--- src/rtl/reg_file_2r1w_pkg.sv ---
// Shared register-file constants for the decode, hazard and regfile units.
// Index width and zero-register id are fixed by the ISA.
package reg_file_2r1w_pkg;
  localparam int REG_COUNT = 32;
  localparam int REG_ADDR_W = 5;
  localparam int DEF_WIDTH = 32;
  localparam logic [REG_ADDR_W-1:0] REG_ZERO = 5'd0;

  function automatic logic is_zero_reg(
    input logic [REG_ADDR_W-1:0] a,
    input logic zr
  );
    return zr && (a == REG_ZERO);
  endfunction
endpackage

--- src/rtl/reg_file_2r1w_read_port.sv ---
// Regfile read port: bit-sliced 32:1 muxes plus zero gating and
// same-cycle write-through bypass.
module bit_mux32 (
  input  logic [31:0] d,
  input  logic [4:0]  sel,
  output logic        y
);
  logic [15:0] dl;
  logic [15:0] dh;
  logic        lo;
  logic        hi;

  assign dl = d[15:0];
  assign dh = d[31:16];
  assign lo = dl[sel[3:0]];
  assign hi = dh[sel[3:0]];
  assign y  = sel[4] ? hi : lo;
endmodule

module rf_read_port
  import reg_file_2r1w_pkg::*;
#(
  parameter int WIDTH    = DEF_WIDTH,
  parameter int ZERO_REG = 1
) (
  input  logic [REG_COUNT-1:0][WIDTH-1:0] regs,
  input  logic [REG_ADDR_W-1:0]           raddr,
  input  logic                            rst,
  input  logic                            we,
  input  logic [REG_ADDR_W-1:0]           waddr,
  input  logic [WIDTH-1:0]                wdata,
  output logic [WIDTH-1:0]                rdata
);
  localparam logic ZR = (ZERO_REG != 0);

  logic [WIDTH-1:0] muxed;
  logic             zero_hit;
  logic             byp;

  for (genvar b = 0; b < WIDTH; b++) begin : g_bit
    logic [REG_COUNT-1:0] slice;
    for (genvar r = 0; r < REG_COUNT; r++) begin : g_reg
      assign slice[r] = regs[r][b];
    end
    bit_mux32 u_mux (
      .d  (slice),
      .sel(raddr),
      .y  (muxed[b])
    );
  end

  assign zero_hit = is_zero_reg(raddr, ZR);
  // x0 writes never forward, so zero_hit and byp are exclusive
  assign byp = !rst && we && (waddr == raddr)
             && !is_zero_reg(waddr, ZR);

  always_comb begin
    rdata = muxed;
    unique case (1'b1)
      zero_hit: rdata = '0;
      byp:      rdata = wdata;
      default:  rdata = muxed;
    endcase
  end
endmodule

--- src/rtl/reg_file_2r1w.sv ---
// 32 x WIDTH register file, two combinational read ports, one WB write
// port with synchronous reset and write-through bypass.
module reg_file_2r1w
  import reg_file_2r1w_pkg::*;
#(
  parameter int WIDTH    = DEF_WIDTH,
  parameter int ZERO_REG = 1
) (
  input  logic                  CLK,
  input  logic                  RST,
  input  logic                  WE,
  input  logic [REG_ADDR_W-1:0] WADDR,
  input  logic [WIDTH-1:0]      WDATA,
  input  logic [REG_ADDR_W-1:0] RADDR1,
  input  logic [REG_ADDR_W-1:0] RADDR2,
  output logic [WIDTH-1:0]      RDATA1,
  output logic [WIDTH-1:0]      RDATA2
);
  localparam logic ZR = (ZERO_REG != 0);

  logic [REG_COUNT-1:0][WIDTH-1:0] regs;
  logic [REG_COUNT-1:0]            wdec;
  logic                            wr_ok;

  assign wr_ok = WE && !is_zero_reg(WADDR, ZR);

  always_comb begin
    wdec = '0;
    wdec[WADDR] = wr_ok;
  end

  always_ff @(posedge CLK) begin
    if (RST) begin
      regs <= '0;
    end else begin
      for (int r = 0; r < REG_COUNT; r++) begin
        if (wdec[r]) regs[r] <= WDATA;
      end
    end
  end

  rf_read_port #(
    .WIDTH   (WIDTH),
    .ZERO_REG(ZERO_REG)
  ) u_rp1 (
    .regs (regs),
    .raddr(RADDR1),
    .rst  (RST),
    .we   (WE),
    .waddr(WADDR),
    .wdata(WDATA),
    .rdata(RDATA1)
  );

  rf_read_port #(
    .WIDTH   (WIDTH),
    .ZERO_REG(ZERO_REG)
  ) u_rp2 (
    .regs (regs),
    .raddr(RADDR2),
    .rst  (RST),
    .we   (WE),
    .waddr(WADDR),
    .wdata(WDATA),
    .rdata(RDATA2)
  );
endmodule

--- config.mk ---
export PLATFORM = sky130hd
export DESIGN_NAME = reg_file_2r1w
export DESIGN_NICKNAME = d
export VERILOG_FILES = /design/src/rtl/reg_file_2r1w_pkg.sv /design/src/rtl/reg_file_2r1w_read_port.sv /design/src/rtl/reg_file_2r1w.sv
export SDC_FILE = /design/constraint.sdc
export NUM_CORES = 2
export LEC_CHECK = 0
export CORE_MARGIN = 2
export CORE_UTILIZATION = 38
export CTS_CLUSTER_SIZE = 28
export DETAILED_ROUTE_END_ITERATION = 10
export PLACE_DENSITY_LB_ADDON = 0.1
export RECOVER_POWER = 100
export SYNTH_ARGS = -nofsm -noshare
export SYNTH_HDL_FRONTEND = slang
export SYNTH_SLANG_ARGS = --single-unit
--- constraint.sdc ---
create_clock -name CLK -period 2.1 [get_ports CLK]
set_input_delay 0.42 -clock CLK [delete_from_list [all_inputs] [get_ports CLK]]
set_output_delay 0.42 -clock CLK [all_outputs]
set_load 0.01 [all_outputs]
==> flow_metrics.py <==
metrics = {
    "yosys": {
        "ys_ff_latch": 1024,
        "yosysMostFrequentCell": "nand2_1",
        "synthTopCellsByArea": "dfxtp_1, mux4_2, nand2_1, a21oi_1, o22ai_1",
        "yosysTopAreaCell": "dfxtp_1",
        "netlist_area_um2": 51400,
        "synth_top_flop_cell": "dfxtp_1",
        "syn_inst": 5755,
        "synth_nets": 5805,
        "syn_area_per_cell_um2": 8.93,
        "ys.warnings.count": 0,
        "yosys-top-cells-count": "nand2_1, dfxtp_1, a21oi_1",
        "ys_types": 48,
        "ys_seq_area_frac": 0.399,
        "synth_edf_count": 0,
        "yosysTopAreaCellShare": 0.399,
        "synthArstFlopShare": 0,
    },
    "drt": {
        "drtIter0Drc": 6270,
        "wl_mm": 242,
        "drc": 0,
        "drt_pre_antenna_iters": 6,
        "via_per_inst": 6.08,
        "num_vias": 48299,
        "wl_per_cell_um": 30.5,
        "antenna_left": 0,
    },
    "layout": {
        "drive_gt1_frac": 0.370,
        "fillers": 11938,
        "top_register": "regs",
        "biggestRegsByFlops": "regs x1024",
        "areaGrowthSynthToFinish_pct": 35.2,
        "layout.nets": 6121,
        "largest_reg_flops": 1024,
    },
    "worst_setup_path": {
        "crit_slowest_cell": "mux4_2",
        "crit_buf_inv": 1,
        "cp_top_family": "multiplexers",
        "cp-end-kind": "output pin",
        "crit_top_cell": "mux4_2",
        "worstSetupPathType": "reg2out",
        "worstPathRequired_ps": 1680,
        "r2r_setup_slack_ps": 1270,
        "ff2ff_path_depth": 4,
        "slowest_delay_ps": 520,
        "r2r-end": "regs[244]",
        "path_max_fanout": 3,
        "crit_chain": "mux4_2 > mux4_2 > nand3_2 > o211ai_1 > buf_2",
        "crit_arrival_ps": 2470,
        "rr_startpoint": "regs[244]",
        "startpoint_type": "register",
    },
    "power": {
        "pwr-share-clk": 0.464,
        "p_int_w": 0.0352,
        "seqPwrFrac": 0.410,
        "combPwrFrac": 0.125,
        "p_total_w": 0.0479,
        "swShare": 0.265,
        "switching_power_w": 0.0127,
        "power_density_nw_per_um2": 690,
        "p_leak_nw": 23.8,
        "vdd_drop_max_mv": 0.719,
    },
    "worst_hold_path": {
        "whs_endpoint": "regs[251]",
        "worstHoldStart": "regs[251]",
        "hold_path_depth": 2,
        "min_path_type": "reg2reg",
    },
    "floorplanning": {
        "die_h_um": 372,
        "floorplan.initialDensity": 0.384,
        "io-pin-count": 114,
        "core-area_um2": 134000,
        "die-area_um2": 138000,
        "die_w_um": 372,
        "num_rows": 134,
    },
    "sta": {
        "setup_tns_ps": -308270,
        "fin_crit_ps": 2890,
        "setup_viol": 985,
        "final-max-slew-violation-count": 69,
        "rsz0062_at_grt": "true",
        "fmax_ghz": 0.346,
        "fin_crit_sh": 1.38,
        "hold_violations": 0,
        "setup_slack_ps": -792,
        "relSlewSlack": -0.327,
        "worst_clock_skew_ps": 0,
        "worst_pin_slew_ps": 1990,
    },
    "clock_network": {
        "cts_tree": "built",
        "clock_latency_ps": 740,
        "cts_buffers": 116,
        "clkSinkCount": 1024,
        "htreeDepth": 3,
        "clkTransAtPathRegs_ps": 60,
        "cts-root-buf": "clkbuf_16",
        "hold_buffers": 0,
        "clock_path_buffers": 3,
    },
    "global_route": {
        "antenna_found_initial": 6,
        "grt_overflow": 0,
        "grt_usage": 0.345,
        "grt_pass1_wl_mm": 343,
        "first_global_vias": 46186,
        "grt_max_degree": 234,
    },
    "placed_design": {
        "dp_hpwl_mm": 153,
        "routabilityCongestion": 0.894,
        "io_buffers": 113,
    },
    "status": {
        "status": "finished with violations",
        "failed_checks": "capacitance limit, slew limit, setup timing",
    },
    "flow_run": {
        "cap_violations": 1,
    },
}
[per-layer routing]
layer	vias up	track usage	wire length (µm)	share of wire
li1	20862	-	-	-
met1	24128	0.470	96600	0.40
met2	2748	0.516	107000	0.44
met3	561	0.0857	27200	0.11
met4	0	0.155	11400	0.047
met5	-	0	0	0
[power by group through the flow]
stage | registers (W) | clock network (W) | logic [W]
5_1_grt | 0.0197 | 0.0232 | 0.00621
3_3_place_gp | 0.0201 | 0 | 0.00513
6_report | 0.0197 | 0.0223 | 0.00601
2_1_floorplan | 0.0201 | 0 | 0.00266
3_5_place_dp | 0.0201 | 0 | 0.00514
4_1_cts | 0.0197 | 0.0224 | 0.00571
[stage by stage]
stage | hold WS [ps] | setup slack [ps] | utilization | std cells | cell area, µm²
3_3_place_gp | 449 | -1840 | 0.450 | 7653 | 60100
5_1_grt | 474 | -847 | 0.519 | 7939 | 69500
4_1_cts | 380 | -815 | 0.510 | 7907 | 68200
3_5_place_dp | 457 | -1760 | 0.450 | 7653 | 60100
6_report | 458 | -792 | 0.519 | 7943 | 69500
2_1_floorplan | 443 | -110 | - | 5755 | 51800
[worst reg2reg max path, cell delays in order (launching register included)]
cell,delay [ps]
dfxtp_2,330
buf_6,100
buf_4,120
nand2_1,50
a21oi_1,60
[cell usage in the layout (no fill, tap or decap), types with 57 or more instances in the layout]
| cell | n |
|---|---|
| a21oi_1 | 992 |
| buf_12 | 265 |
| buf_2 | 61 |
| buf_4 | 327 |
| buf_6 | 92 |
| clkbuf_16 | 121 |
| dfxtp_1 | 680 |
| dfxtp_2 | 344 |
| mux4_2 | 513 |
| nand2_1 | 1990 |
| nor4_4 | 57 |
| o22ai_2 | 119 |
| o22ai_4 | 100 |
[cell type report]
type                       count  area, µm²  area share
tap                         1768       2210      0.0318
antenna                        4       10.0    0.000144
sequential                  1024      20900       0.301
clock buffer                 167       3400      0.0489
multi-input combinational   4065      31400       0.452
timing repair buffer         831      10700       0.154
clock inverter                51        739      0.0106
inverter                      33        124     0.00178
[kinds of logic after synthesis]
| kind of cell | count (synthesis) | share of synthesized area |
|---|---|---|
| AOI/OAI and AO/OA | 1308 | 0.138 |
| DFF | 1024 | 0.399 |
| buffers and inverters | 666 | 0.0615 |
| muxes | 520 | 0.226 |
| and+or+nand+nor | 2227 | 0.174 |
| xor gates and xnor gates | 10 | 0.00170 |
[timing repair]
item | CTS | global route
endpoints found under the setup margin | 64 | 64
buffers inserted | 81 | 33
pin swaps | 163 | 138
cloned | 20 | 3
gates resized for setup | 986 | 297
[worst max path at each step]
stage / from / endpoint / cells past startpoint
after detailed placement: RADDR1[3] / RDATA1[4] / 9
after floorplan: RADDR2[1] / RDATA2[31] / 6
final: regs[895] / RDATA2[31] / 5
after global placement: RADDR1[3] / RDATA1[27] / 10
after CTS: regs[1023] / RDATA2[31] / 5
after global routing: regs[1023] / RDATA2[31] / 5
No activity file was read; power rests on OpenSTA's default activity.
